--- src/rtl/uart_event_sender.sv ---
// Latches game events with latest-value-wins coalescing, picks one by fixed priority
// (OVER > START > MOLE > SCORE) and streams its ASCII message to uart_tx byte by byte.
module uart_event_sender #(
   parameter logic [7:0] TERMINATOR = 8'h0A,
   parameter logic       SEND_SCORE = 1'b1
) (
   input  logic       clock,
   input  logic       reset,
   input  logic       start_evt,
   input  logic       over_evt,
   input  logic       mole_valid,
   input  logic [2:0] mole_index,
   input  logic       score_valid,
   input  logic [5:0] score,
   input  logic       tx_busy,
   output logic       tx_start,
   output logic [7:0] tx_data,
   output logic       idle,
   output logic [7:0] drop_count
);

   typedef enum logic [2:0] {IDLE, LOAD, SEND, WAIT_HI, WAIT_LO} state_t;

   state_t     state;
   logic       pend_over, pend_start, pend_mole, pend_score;
   logic [2:0] mole_q;
   logic [5:0] score_q;
   logic [7:0] msg_buf [4];
   logic [2:0] msg_len;
   logic [1:0] ptr;

   logic       score_hit;
   logic       sel_over, sel_start, sel_mole, sel_score;
   logic       over_n, start_n, mole_n, score_n;
   logic       mole_drop, score_drop;
   logic [8:0] drop_sum;
   logic [7:0] drop_n;
   logic       any_pend, last_byte, to_idle, idle_n;
   logic [2:0] tens;
   logic [3:0] ones;
   logic [7:0] mole_char;
   logic [7:0] msg [4];
   logic [2:0] new_len;

   assign score_hit = score_valid & SEND_SCORE;
   assign any_pend  = pend_over | pend_start | pend_mole | pend_score;

   assign sel_over  = pend_over;
   assign sel_start = ~pend_over & pend_start;
   assign sel_mole  = ~pend_over & ~pend_start & pend_mole;
   assign sel_score = ~pend_over & ~pend_start & ~pend_mole & pend_score;

   // The selected flag clears on the load edge; a pulse on that same edge re-arms it without a drop.
   always_comb begin
      over_n  = (pend_over  & ~((state == LOAD) & sel_over))  | over_evt;
      start_n = (pend_start & ~((state == LOAD) & sel_start)) | start_evt;
      mole_n  = (pend_mole  & ~((state == LOAD) & sel_mole))  | mole_valid;
      score_n = (pend_score & ~((state == LOAD) & sel_score)) | score_hit;
      mole_drop  = mole_valid & pend_mole  & ~((state == LOAD) & sel_mole);
      score_drop = score_hit  & pend_score & ~((state == LOAD) & sel_score);
      drop_sum = {1'b0, drop_count} + 9'(mole_drop) + 9'(score_drop);
      drop_n   = drop_sum[8] ? 8'hFF : drop_sum[7:0];
   end

   assign last_byte = ({1'b0, ptr} == (msg_len - 3'd1));
   assign to_idle   = ((state == IDLE) & ~any_pend) |
                      ((state == WAIT_LO) & ~tx_busy & last_byte);
   assign idle_n    = to_idle & ~(over_n | start_n | mole_n | score_n);

   always_comb begin
      tens = '0;
      for (int unsigned t = 1; t <= 6; t++)
         if (score_q >= 6'(t * 10)) tens = 3'(t);
      ones = 4'(score_q - 6'(tens) * 6'd10);
   end

   assign mole_char = (mole_q > 3'd4) ? 8'h34 : (8'h30 + {5'b0, mole_q});

   always_comb begin
      msg     = '{default: '0};
      new_len = 3'd2;
      if (pend_over) begin
         msg[0] = 8'h47;
         msg[1] = TERMINATOR;
      end else if (pend_start) begin
         msg[0] = 8'h53;
         msg[1] = TERMINATOR;
      end else if (pend_mole) begin
         msg[0]  = 8'h4D;
         msg[1]  = mole_char;
         msg[2]  = TERMINATOR;
         new_len = 3'd3;
      end else begin
         msg[0]  = 8'h50;
         msg[1]  = 8'h30 + {5'b0, tens};
         msg[2]  = 8'h30 + {4'b0, ones};
         msg[3]  = TERMINATOR;
         new_len = 3'd4;
      end
   end

   always_ff @(posedge clock) begin
      if (reset) begin
         state      <= IDLE;
         pend_over  <= '0;
         pend_start <= '0;
         pend_mole  <= '0;
         pend_score <= '0;
         mole_q     <= '0;
         score_q    <= '0;
         msg_buf    <= '{default: '0};
         msg_len    <= '0;
         ptr        <= '0;
         tx_start   <= '0;
         tx_data    <= '0;
         idle       <= '1;
         drop_count <= '0;
      end else begin
         pend_over  <= over_n;
         pend_start <= start_n;
         pend_mole  <= mole_n;
         pend_score <= score_n;
         if (mole_valid) mole_q  <= mole_index;
         if (score_hit)  score_q <= score;
         drop_count <= drop_n;
         idle       <= idle_n;
         tx_start   <= '0;
         case (state)
            IDLE: if (any_pend) state <= LOAD;
            LOAD: begin
               msg_buf <= msg;
               msg_len <= new_len;
               ptr     <= '0;
               state   <= SEND;
            end
            SEND: begin
               tx_start <= '1;
               tx_data  <= msg_buf[ptr];
               state    <= WAIT_HI;
            end
            WAIT_HI: if (tx_busy) state <= WAIT_LO;
            WAIT_LO: begin
               if (!tx_busy) begin
                  if (last_byte) begin
                     state <= IDLE;
                  end else begin
                     ptr   <= ptr + 2'd1;
                     state <= SEND;
                  end
               end
            end
            default: state <= IDLE;
         endcase
      end
   end

endmodule

--- config.mk ---
export PLATFORM = sky130hd
export DESIGN_NAME = uart_event_sender
export DESIGN_NICKNAME = d
export VERILOG_FILES = /design/src/rtl/uart_event_sender.sv
export SDC_FILE = /design/constraint.sdc
export NUM_CORES = 1
export LEC_CHECK = 0
export CAP_MARGIN = 20
export CORE_UTILIZATION = 41
export DETAILED_ROUTE_END_ITERATION = 16
export PLACE_DENSITY = 0.66
export SYNTH_ARGS = -nofsm -noshare
export SYNTH_HDL_FRONTEND = slang
export SYNTH_SLANG_ARGS = --single-unit
--- constraint.sdc ---
create_clock -name clock -period 3.11 [get_ports clock]
set_input_delay 0.4665 -clock clock [delete_from_list [all_inputs] [get_ports clock]]
set_output_delay 0.4665 -clock clock [all_outputs]
set_load 0.03 [all_outputs]
-- Yosys cells after proc, flatten, opt, wreduce, memory -nomap -nowiden
Cells that the tools add are included.
- register bits after elaboration: 71
- input port bits: 16
- output and inout bits: 18
- logic and storage cells: 119
- $add $sub $neg: 8
- multiply operators: 1
- order comparisons: 8
- equal/unequal tests: 9
- mux-type cells: 29
- bitwise logic cells: 43
- reduce and logical (&&, ||, !) cells: 4
- operators with widths (cell ; number):
    16-bit two-way mux ; 3
    3-bit two-way mux ; 11
    8-bit two-way mux ; 3
    1-bit AND ; 21
    21-bit two-way mux ; 1
    6-bit >= comparator (second input constant) ; 3
    8-bit binary-select mux with 2-bit select ; 1
    3-bit case mux with 5 select lines ; 1
    6-bit by 3-bit adder with 7-bit output (first input constant) ; 2
    13-bit two-way mux ; 1
    6-bit by 5-bit >= comparator with 1-bit output (second input constant) ; 2
    1-bit bitwise OR ; 11
    1-bit inverter ; 10
    8-bit by 1-bit adder with 9-bit output ; 1
    9-bit by 1-bit adder with 9-bit output ; 1
    2-bit != test (second input constant) ; 4
    6-bit by 4-bit adder with 7-bit output (first input constant) ; 1
    7-bit two-way mux ; 1
    3-bit by 2-bit == test with 1-bit output (second input constant) ; 2
    6-bit by 4-bit >= comparator with 1-bit output (second input constant) ; 1
    2-bit two-way mux ; 3
    3-bit AND reduction ; 2
    4-bit two-way mux ; 1
    2-bit case mux with 2 select lines ; 1
    13 further kinds ; 14

-- Longest topological paths before layout
Gate-level depths: netlist of run 1.
- depth after elaboration: 13
- mapped depth: 12

-- Least setup slack after synthesis of run 1
OpenSTA, ideal clock, no wires.
- kind: register -> register
- start: register state[1]
- end: register drop_count[7]
- library setup time: 0.128 ns
- data arrival time: 2.253 ns
- required time: 2.982 ns
- setup slack: 0.729 ns
- cell stages (with the launch flop): 13
- clock period less this slack: 2.381 ns
- cells stage by stage: dfxtp_1 buf_2 nor3b_1 buf_2 nand2_1 nand3_1 fa_1 inv_1 ha_1 and2_1 or4b_1 o21ai_0 nor2_1
- longest elaborated chain between the ends: 7
- elaborated cells between the ends (all ways): 10
- classes of those cells: 2 x add/sub; 1 x eq/ne; 1 x mux; 6 x bitwise
- RTL lines (element ; line ; text):
    start, declared ; 24 ; state_t state;
    start signal, assigned ; 104 ; state <= IDLE;
    start signal, assigned ; 129 ; IDLE: if (any_pend) state <= LOAD;
    start signal, assigned ; 134 ; state <= SEND;
    3-bit by 1-bit == test with 1-bit output (*) ; 59, 60 ;
    1-bit AND ; 59 ; mole_drop = mole_valid & pend_mole & ~((state == LOAD) & sel_mole);
    1-bit inverter ; 59 ;
    1-bit AND ; 59 ;
    8-bit by 1-bit adder with 9-bit output ; 61 ; drop_sum = {1'b0, drop_count} + 9'(mole_drop) + 9'(score_drop);
    9-bit by 1-bit adder with 9-bit output (*) ; 61 ;
    8-bit two-way mux (*) ; 62 ; drop_n = drop_sum[8] ? 8'hFF : drop_sum[7:0];
    end signal, assigned ; 125 ; drop_count <= drop_n;
    end, declared ; 19 ; output logic [7:0] drop_count
Every way passes the cells marked *; elsewhere a longest branch is shown, timed or not.
A chain may end at the register's enable or synchronous reset.

-- Final worst setup path of run 1
- start: register state[0]
- end: register drop_count[7]
Same word-level chain as after synthesis.

==> results by group, run 1 <==
Status
  • Status: finished clean

Global route
  • Pin count of the biggest net entering global routing: 36
  • Vias in the first global route: 1837
  • Initial antenna violation count: 0
  • First-pass GRT wire length: approximately 8.6 mm
  • Grt ovf: 0
  • Aggregate global-route resource usage: about 18%

Critical path
  • CP Max Fanout: 10
  • Slowest CP cell: dfxtp_1
  • Crit Path Category: register to register
  • Largest stage delay on the critical path: between 0.5 and 0.6 ns
  • Worst EP required: 3.30 ns
  • Crit-path cells: nor3b_1 -> buf_4 -> nand2_1 -> nand3_1 -> fa_1 -> inv_1 -> ha_1 -> and2_1 -> or4b_1 -> o21ai_0 -> nor2_1
  • Critical Path Start Type: register
  • Crit. End Element: register
  • Critical path arrival: ~2.8 ns

Placed design
  • I/O Buffers: 32
  • Placer Congestion: about 0.81
  • Final HPWL DP: about 3.5 mm

STA
  • Slew Limit Headroom: a little over 60%
  • Worst-margin pin slew: ~0.56 ns
  • Clk_skew: around 0.007 ns
  • Fmax: about 380 MHz
  • Fin crit share: 84.9%
  • Final setup vio count: 0
  • Final Hold Fails: 0
  • RSZ-0062 raised after global routing: no
  • Final worst path period need: between 2 and 3 ns
  • Fin Setup TNS: 0 ns
  • Slew Viols, Final: 0
  • Final hold slack: around 0.46 ns

Power and ir drop
  • Pwr dens: 484 mW/mm^2
  • Leakage power total: ~0.0010 uW
  • Maximum vdd drop: ~0.22 mV

Final layout
  • Most common cell after layout, fill and taps aside: dfxtp_1
  • N_diodes: 0
  • Fin nets: 320
  • Commonest non-fill, non-tap cells in the layout: 50 x dfxtp_1, 38 x nor2_1, 32 x clkdlybuf4s50_1, 25 x a21oi_1, 22 x nand2_1
  • Area grow syn2layout: 17.7%
  • Share of cells above drive strength 1: under 10%

Die
  • Io pins: 34
  • Die outline area: roughly 0.0061 sq mm
  • Core Box Area: around 0.0056 sq mm
  • Die X: around 78 um
  • Die H: around 78 um
  • Initial core utilization: about 43%
  • Cell row count: 27

Clock tree
  • Sink Count: 50
  • Clk pin slew, worst setup/hold paths: approximately 0.090 ns
  • CTS root buf: clkbuf_8
  • Clock Path Buffers: 2
  • Setup Buffers After CTS: 0
  • Hold buffers post-CTS: 0
  • Post-cts resize count: 0
  • Htree depth: 2
  • CTS buffer count: 5
  • Worst-skew pair later-pin latency: 0.30 ns
  • CTS tree: yes

Drt
  • TritonRoute pass-1 iters: 4
  • Post-DRT Antenna Nets: 0
  • Vias per cell: approximately 5.3
  • DR WL/cell: roughly 13 um
  • WL final: about 5 mm
  • Vias: between 1500 and 2000
  • Residual DRC: 0
  • Drt first-iter violations: 80

Logic synthesis
  • Commonest register cell after synthesis: dfxtp_1
  • Ys async rst share: 0%
  • Yosys warns: 0
  • Syn avg cell area: around 8.7 sq um
  • Seq cells post-synth: 50
  • Post-synth EDFFs: 0
  • Cell area after synthesis: ~0.0024 sq mm
  • Distinct cells, synth: ~60
  • Cell count after synthesis: between 200 and 300
  • Post-synthesis sequential area ratio: 41.9%
  • Post-Syn Nets: 297

Run
  • Max-cap violations: 0

Min path
  • Worst min-delay path class: register to register
-- power breakdown --
| group | switching [uW] | internal (uW) |
|---|---|---|
| registers | 46.4 | 686 |
| logic | 151 | 124 |
| clock network | 199 | 155 |
-- per-layer routing --
metal	part of all wire (%)	up-vias	track usage, %	wire length, um
li1	-	1004	-	-
met1	49	929	23.7	2420
met2	46	35	28.2	2250
met3	4.1	6	3.72	202
met4	1.4	0	6.67	69
met5	0	-	0	0
-- sequential cells by signal (all words and copies together), names as in the netlist --
| signal | cells |
|---|---|
| drop_count | 8 |
| pend_mole | 1 |
| score_q | 6 |
| pend_start | 1 |
| mole_q | 3 |
| ptr | 2 |
| pend_over | 1 |
| msg_buf | 13 |
| msg_len | 2 |
| idle | 1 |
| tx_start | 1 |
| state | 3 |
| tx_data | 7 |
| pend_score | 1 |
-- critical path: cells and delay by family (launching register included) --
kind	cells	cell delay, ns
AND/OR/NAND/NOR	6	1.32
adder cells (fa/ha/maj)	2	0.40
flip-flops	1	0.51
AO/OA/AOI/OAI	1	0.08
buffers and inverters	2	0.22
-- final cells by class --
type                       instances  area [sq um]
fill                             571          2760
inverter                          10          37.5
sequential                        50          1000
clock buffer                       7          76.3
multi-input combinational        196          1260
tap                               72          90.1
timing repair buffer              36           350
-- synthesized netlist by cell type, types with 2 or more instances --
| master | n | share of area (%) |
|---|---|---|
| dfxtp_1 | 50 | 42 |
| nor2_1 | 38 | 6.0 |
| a21oi_1 | 25 | 5.2 |
| nand2_1 | 22 | 3.5 |
| mux2i_1 | 13 | 5.4 |
| o21ai_0 | 12 | 2.5 |
| clkbuf_1 | 11 | 1.7 |
| inv_1 | 9 | 1.4 |
| nand3_1 | 9 | 1.9 |
| nor3_1 | 7 | 1.5 |
| xor2_1 | 6 | 2.2 |
| buf_2 | 5 | 1.0 |
| nor2b_1 | 5 | 1.3 |
| a22oi_1 | 3 | 0.94 |
| and3_1 | 3 | 0.79 |
| ha_1 | 3 | 1.6 |
| nand3b_1 | 3 | 0.94 |
| nor4_1 | 3 | 0.79 |
| fa_1 | 2 | 1.7 |
| mux4_2 | 2 | 1.9 |
| nand2b_1 | 2 | 0.52 |
| nand4_1 | 2 | 0.52 |
| nor3b_1 | 2 | 0.63 |
| o211ai_1 | 2 | 0.63 |
| o221ai_1 | 2 | 0.73 |
| xnor2_1 | 2 | 0.73 |
-- metrics by stage --
| stage | cells | util, % | instance area [sq um] | setup slack (ns) | total power, uW |
|---|---|---|---|---|---|
| global route | 371 | 50.5 | 2810 | 0.258 | 1440 |
| finish | 371 | 50.5 | 2810 | 0.469 | 1360 |
| global placement | 364 | 49.1 | 2740 | 0.435 | 1020 |
| CTS | 371 | 50.5 | 2810 | 0.465 | 1380 |
| floorplan | 276 | - | 2390 | 0.729 | 936 |
| detailed placement | 364 | 49.1 | 2740 | 0.409 | 1020 |
-- worst paths after layout --
path                                  from  depth (start not counted)       endpoint  slack, ns
worst min register to register  tx_data[6]                          2     tx_data[6]       0.46
worst max register to register    state[0]                         11  drop_count[7]       0.47
worst max-delay path              state[0]                         11  drop_count[7]       0.47
worst min-delay path            tx_data[6]                          2     tx_data[6]       0.46
-- logic make-up (layout without fill, tap and decap cells) --
logic type               Yosys count  after routing  share of synthesized area [%]
AO/OA/AOI/OAI                     57             57                           15.3
XOR/XNOR                           8              8                           2.93
adder cells (fa/ha/maj)            6              6                           3.72
buffers and inverters             30             53                           5.50
flip-flops                        50             50                           41.9
multiplexers                      16             16                           7.80
other                              1              1                          0.157
AND/OR/NAND/NOR                  108            108                           22.7
No activity file was read; power rests on OpenSTA's default activity.
==> run 2: changes to the inputs <==
clock period = 2.7 ns   (was 3.11 ns; I/O delays follow)
==> run 2 against run 1 <==
Via count is 1.3% higher. Setup slack worse by 0.18 ns. Sequential share of layout area shrank 0.79 points. Critical endpoint unchanged.
==> results by group, run 2 (synthesis gave the netlist of run 1 again) <==
Drt
  • Drt first-iter violations: 64 (-20%)
  • TritonRoute pass-1 iters: 4 (unchanged)
  • WL final: 4.99 mm (+1.0%)
  • Vias per cell: 5.29 (-0.56%)
  • Vias: 2000 (+1.3%)
  • Residual DRC: 0 (unchanged)
  • Post-DRT Antenna Nets: 0 (unchanged)
  • DR WL/cell: 13.2 um (-0.86%)

Clock tree
  • Htree depth: 2 (unchanged)
  • Hold buffers post-CTS: 0 (unchanged)
  • Post-cts resize count: 0 (unchanged)
  • Sink Count: 50 (unchanged)
  • CTS tree: yes
  • CTS root buf: clkbuf_8
  • CTS buffer count: 5 (unchanged)
  • Setup Buffers After CTS: 0 (unchanged)
  • Worst-skew pair later-pin latency: 0.31 ns (about the same)
  • Clock Path Buffers: 2 (unchanged)
  • Clk pin slew, worst setup/hold paths: 0.09 ns (about the same)

Power and ir drop
  • Comb power frac: 20.6% (+0.4 points)
  • Sw Ratio: 29.3% (+0.21 points)
  • P_sw: 476 uW (+20%)
  • Pwr dens: 564 mW/mm^2 (+17%)
  • Seq pwr share: 51.4% (-2.4 points)
  • Clock share of power: 27.9% (+1.9 points)
  • Leakage power total: 0.00108 uW (+3.7%)
  • Maximum vdd drop: 0.302 mV (+36%)
  • P_int: 1150 uW (+19%)

Critical path
  • Crit Path Category: register to register
  • Critical Path Start Type: register
  • CP dominant cell by count: nand2_1
  • Slowest CP cell: or4b_1
  • Largest stage delay on the critical path: 0.52 ns (about the same)
  • CP Max Fanout: 9 (-1)
  • Critical path arrival: 2.60 ns (-0.23 ns)
  • Worst EP required: 2.89 ns (-0.41 ns)
  • Crit. End Element: register
  • CP bufs+invs: 1 (-1)
  • Delay-heaviest family, CP: simple AND/OR/NAND/NOR gates
  • Crit-path cells: nor3b_1 -> buf_4 -> nand2_1 -> nand3_1 -> fa_1 -> nor2b_1 -> nand2_1 -> or4b_1 -> o21ai_0 -> nor2_1

Final layout
  • Largest regs: msg_buf x13, drop_count x8, tx_data x7
  • N_diodes: 0 (unchanged)
  • Share of cells above drive strength 1: 10.5% (+2.8 points)
  • Max reg flops: 13 (unchanged)
  • Most common cell after layout, fill and taps aside: dfxtp_1
  • Finished layout cell area: 0.00288 sq mm (+2.3%)
  • Fin nets: 326 (+1.9%)
  • Most flops, register: msg_buf
  • Final core occ: 51.6% (+1.1 points)
  • Commonest non-fill, non-tap cells in the layout: 50 x dfxtp_1, 38 x nor2_1, 32 x clkdlybuf4s50_1, 25 x a21oi_1, 22 x nand2_1
  • Area grow syn2layout: 20.4%

STA
  • Slew Viols, Final: 0 (unchanged)
  • Fin crit share: 89.1% (+4.2 points)
  • Fin Setup TNS: 0 ns (unchanged)
  • Slew Limit Headroom: 61.0% (-1.3 points)
  • Fmax: 416 MHz (+9.8%)
  • Worst-margin pin slew: 0.583 ns (+0.0181 ns)
  • Final Hold Fails: 0 (unchanged)
  • RSZ-0062 raised after global routing: no
  • Worst setup margin: 0.294 ns (-0.175 ns)
  • Final hold slack: 0.456 ns (+0.000534 ns)
  • Final setup vio count: 0 (unchanged)
  • Clk_skew: 0.00754 ns (+0.000674 ns)
  • Final worst path period need: 2.41 ns (-0.235 ns)

Die
  • Cell row count: 27 (unchanged)
  • Die H: 78.3 um (unchanged)
  • Die outline area: 0.00614 sq mm (unchanged)
  • Core Box Area: 0.00557 sq mm (unchanged)
  • Initial core utilization: 42.9% (unchanged)
  • Io pins: 34 (unchanged)
  • Die X: 78.3 um (unchanged)

Global route
  • Grt ovf: 0 (unchanged)
  • Vias in the first global route: 1845 (+0.44%)
  • Aggregate global-route resource usage: 17.6% (-0.19 points)
  • First-pass GRT wire length: 8.53 mm (-0.64%)
  • Initial antenna violation count: 0 (unchanged)
  • Pin count of the biggest net entering global routing: 25 (-31%)

Min path
  • Worst min-delay path class: register to register

Placed design
  • I/O Buffers: 32 (unchanged)
  • Worst slack, placed: 0.221 ns (-0.188 ns)
  • Placer Congestion: 0.799 (-1.3%)
  • Area after DPL: 0.00278 sq mm (+1.6%)
  • Final HPWL DP: 3.54 mm (+0.84%)

Run
  • Max-cap violations: 0 (unchanged)

Status
  • Status: finished clean
==> run 2: changes by cell type in the layout (fill, tap and decap cells not counted) <==
cell,before,now
buf_4,4,10
clkbuf_1,2,0
clkbuf_8,5,6
clkinv_2,0,1
clkinvlp_4,0,1
==> run 2: power by group through the flow <==
stage / clock, uW / combinational, uW / sequential [uW]
after floorplan: 0 / 214 / 864
after global placement: 0 / 331 / 851
after detailed placement: 0 / 336 / 851
after CTS: 468 / 338 / 835
after global routing: 497 / 371 / 844
final: 453 / 335 / 835
==> run 2: area by class of cell <==
class                      instances  area, sq um
fill                             540         2700
multi-input combinational        196         1260
inverter                          10         37.5
clock buffer                       6         82.6
tap                               72         90.1
sequential                        50         1000
clock inverter                     2         12.5
timing repair buffer              42          395
==> run 2: worst reg2reg max path: stages (launching register included) <==
cell and delay [ns]:
dfxtp_1 0.47, nor3b_1 0.10, buf_4 0.15, nand2_1 0.14
nand3_1 0.11, fa_1 0.39, nor2b_1 0.17, nand2_1 0.11
or4b_1 0.52, o21ai_0 0.08, nor2_1 0.05
==> run 2: through the flow <==
| step | cells | total power, uW |
|---|---|---|
| after floorplan | 276 | 1080 |
| after global placement | 370 | 1180 |
| after detailed placement | 370 | 1190 |
| after CTS | 378 | 1640 |
| after global routing | 378 | 1710 |
| final | 378 | 1620 |
==> run 2: path summary, 6_finish.rpt <==
check / end / slack (ns) / cells past startpoint / start
setup / recovery: drop_count[7] / 0.29 / 10 / state[1]
hold reg to reg: tx_data[3] / 0.46 / 2 / tx_data[3]
setup reg to reg: drop_count[7] / 0.29 / 10 / state[1]
hold / removal: tx_data[3] / 0.46 / 2 / tx_data[3]
==> run 2: routing by layer <==
| layer | track usage, % | part of all wire (%) |
|---|---|---|
| met4 | 5.74 | 1.3 |
| met2 | 27.0 | 45 |
| met5 | 0 | 0 |
| met1 | 24.1 | 50 |
| met3 | 4.30 | 3.2 |
==> run 3: changes to the inputs <==
REMOVE_ABC_BUFFERS = 1   (was not set)
==> run 3 against run 2 <==
Via count decreased by 1.8%. Critical path depth increased by 1. Cell count decreased by 0.53%. Largest cell class unchanged. Global-route usage decreased by 0.67 points.
==> results by group, run 3 (synthesis gave the netlist of run 1 again) <==
Status
  • Status: finished clean

Drt
  • Vias per cell: 5.23 (-1.2%)
  • Vias: 1965 (-1.8%)
  • DR WL/cell: 12.7 um (-3.8%)
  • Drt first-iter violations: 95 (+48%)
  • WL final: 4.77 mm (-4.3%)
  • TritonRoute pass-1 iters: 4 (unchanged)
  • Post-DRT Antenna Nets: 0 (unchanged)
  • Residual DRC: 0 (unchanged)

Power and ir drop
  • P_int: 1210 uW (+5.5%)
  • Leakage power total: 0.00109 uW (about the same)
  • Pwr dens: 586 mW/mm^2 (+3.7%)
  • Sw Ratio: 28.1% (-1.2 points)
  • P_sw: 473 uW (-0.52%)
  • Seq pwr share: 49.7% (-1.7 points)
  • Clock share of power: 31.0% (+3.1 points)
  • Comb power frac: 19.4% (-1.2 points)
  • Maximum vdd drop: 0.400 mV (+32%)

Placed design
  • Cells after DPL: 368 (-0.54%)
  • Area after DPL: 0.00277 sq mm (-0.54%)
  • I/O Buffers: 32 (unchanged)
  • Final HPWL DP: 3.40 mm (-4.0%)
  • Placer Congestion: 0.767 (-4.0%)

Final layout
  • # fillers: 542 (+0.37%)
  • Finished layout cell area: 0.00288 sq mm (about the same)
  • Commonest non-fill, non-tap cells in the layout: 50 x dfxtp_1, 38 x nor2_1, 32 x clkdlybuf4s50_1, 25 x a21oi_1, 22 x nand2_1
  • Area grow syn2layout: 20.3% (about the same)
  • N_diodes: 0 (unchanged)
  • Max reg flops: 13 (unchanged)
  • Most common cell after layout, fill and taps aside: dfxtp_1
  • Fin nets: 324 (-0.61%)
  • Largest regs: msg_buf x13, drop_count x8, tx_data x7
  • Cell Count, Final, Fillers Out: 376 (-0.53%)
  • Area occupied by multi-input gates: 0.00126 sq mm (unchanged)
  • Most flops, register: msg_buf
  • FF+latch area: 0.00100 sq mm (unchanged)
  • Share of cells above drive strength 1: 9.87% (-0.59 points)

Die
  • Die X: 78.3 um (unchanged)
  • Core Box Area: 0.00557 sq mm (unchanged)
  • Initial core utilization: 42.9% (unchanged)
  • Cell row count: 27 (unchanged)
  • Die outline area: 0.00614 sq mm (unchanged)
  • Io pins: 34 (unchanged)
  • Die H: 78.3 um (unchanged)

Clock tree
  • Hold buffers post-CTS: 0 (unchanged)
  • CTS buffer count: 5 (unchanged)
  • Clk pin slew, worst setup/hold paths: 0.09 ns (about the same)
  • CTS root buf: clkbuf_8
  • Htree depth: 2 (unchanged)
  • Post-cts resize count: 0 (unchanged)
  • Setup Buffers After CTS: 0 (unchanged)
  • Worst-skew pair later-pin latency: 0.30 ns (about the same)
  • Sink Count: 50 (unchanged)
  • Clock Path Buffers: 2 (unchanged)
  • CTS tree: yes

STA
  • Final Hold Fails: 0 (unchanged)
  • Slew Viols, Final: 0 (unchanged)
  • Fmax: 410 MHz (-1.3%)
  • Slew Limit Headroom: 63.0% (+2.1 points)
  • RSZ-0062 raised after global routing: no
  • Final worst path period need: 2.44 ns (+0.0309 ns)
  • Worst-margin pin slew: 0.552 ns (-0.0307 ns)
  • Final setup vio count: 0 (unchanged)
  • Fin crit share: 90.3% (+1.1 points)
  • Clk_skew: 0.00826 ns (+0.000717 ns)

Global route
  • Initial antenna violation count: 0 (unchanged)
  • Aggregate global-route resource usage: 16.9% (-0.67 points)
  • Vias in the first global route: 1788 (-3.1%)
  • Pin count of the biggest net entering global routing: 32 (+28%)
  • First-pass GRT wire length: 8.33 mm (-2.3%)
  • Grt ovf: 0 (unchanged)

Min path
  • HP Start: tx_data[6]
  • Worst Hold Path Cells: 2 (unchanged)
  • Worst min-delay path class: register to register

Critical path
  • Crit. Startpoint: state[1]
  • R2R Path Start: state[1]
  • Number of cells on the worst reg-to-reg path: 11 (+1)
  • Crit Path Category: register to register
  • Critical path arrival: 2.63 ns (+0.03 ns)
  • Critical Path Start Type: register
  • CP Max Fanout: 11 (+2)
  • Crit. End Element: register
  • Reg2reg setup slack: 0.26 ns (-0.03 ns)
  • Worst EP required: 2.89 ns (about the same)

Run
  • Max-cap violations: 0 (unchanged)
run 3: cell count changes in the layout (fill, tap and decap cells not counted):
cell	previous run	this run
buf_4	10	8
bufinv_16	0	1
clkbuf_8	6	5
clkinv_2	1	2
clkinvlp_4	1	0
run 3: final timing paths:
path	endpoint
worst max-delay path	drop_count[7]
worst min register to register	tx_data[6]
worst min-delay path	tx_data[6]
worst max register to register	drop_count[7]
run 3: cell type report:
| class | instances | area share [%] |
|---|---|---|
| inverters | 10 | 1.31 |
| well taps | 72 | 3.13 |
| clock inverters | 3 | 1.39 |
| flip-flops and latches | 50 | 34.8 |
| multi-input cells | 196 | 43.7 |
| clock buffers | 5 | 2.39 |
| repair buffers | 40 | 13.2 |
run 3: metrics by stage:
step	setup slack, ns	total power [uW]	hold WS (ns)	TNS, ns	utilization [%]
floorplan	-0.180	1050	0.423	-0.180	-
global placement	0.277	1180	0.438	0	49.6
detailed placement	0.256	1180	0.448	0	49.6
CTS	0.245	1700	0.460	0	51.6
global route	0.0299	1780	0.489	0	51.6
finish	0.263	1680	0.458	0	51.6
run 3: layer usage:
layer,share of wire [%],global-route usage [%]
met5,0,0
met2,44,26.3
met1,50,23.2
met3,4.5,3.37
met4,0.80,5.93
run 3: critical path: stages (launching register included):
cell,delay [ns]
dfxtp_1,0.39
nor3b_1,0.22
buf_4,0.21
nand2_1,0.14
nand3_1,0.13
fa_1,0.19
inv_1,0.05
ha_1,0.21
and2_1,0.18
or4b_1,0.49
o21ai_0,0.08
nor2_1,0.05
run 3: power groups by stage:
stage | logic (uW) | registers (uW) | clock network (uW)
after floorplan | 173 | 878 | 0
after global placement | 324 | 852 | 0
after detailed placement | 332 | 853 | 0
after CTS | 332 | 836 | 534
after global routing | 364 | 845 | 566
final | 326 | 836 | 521
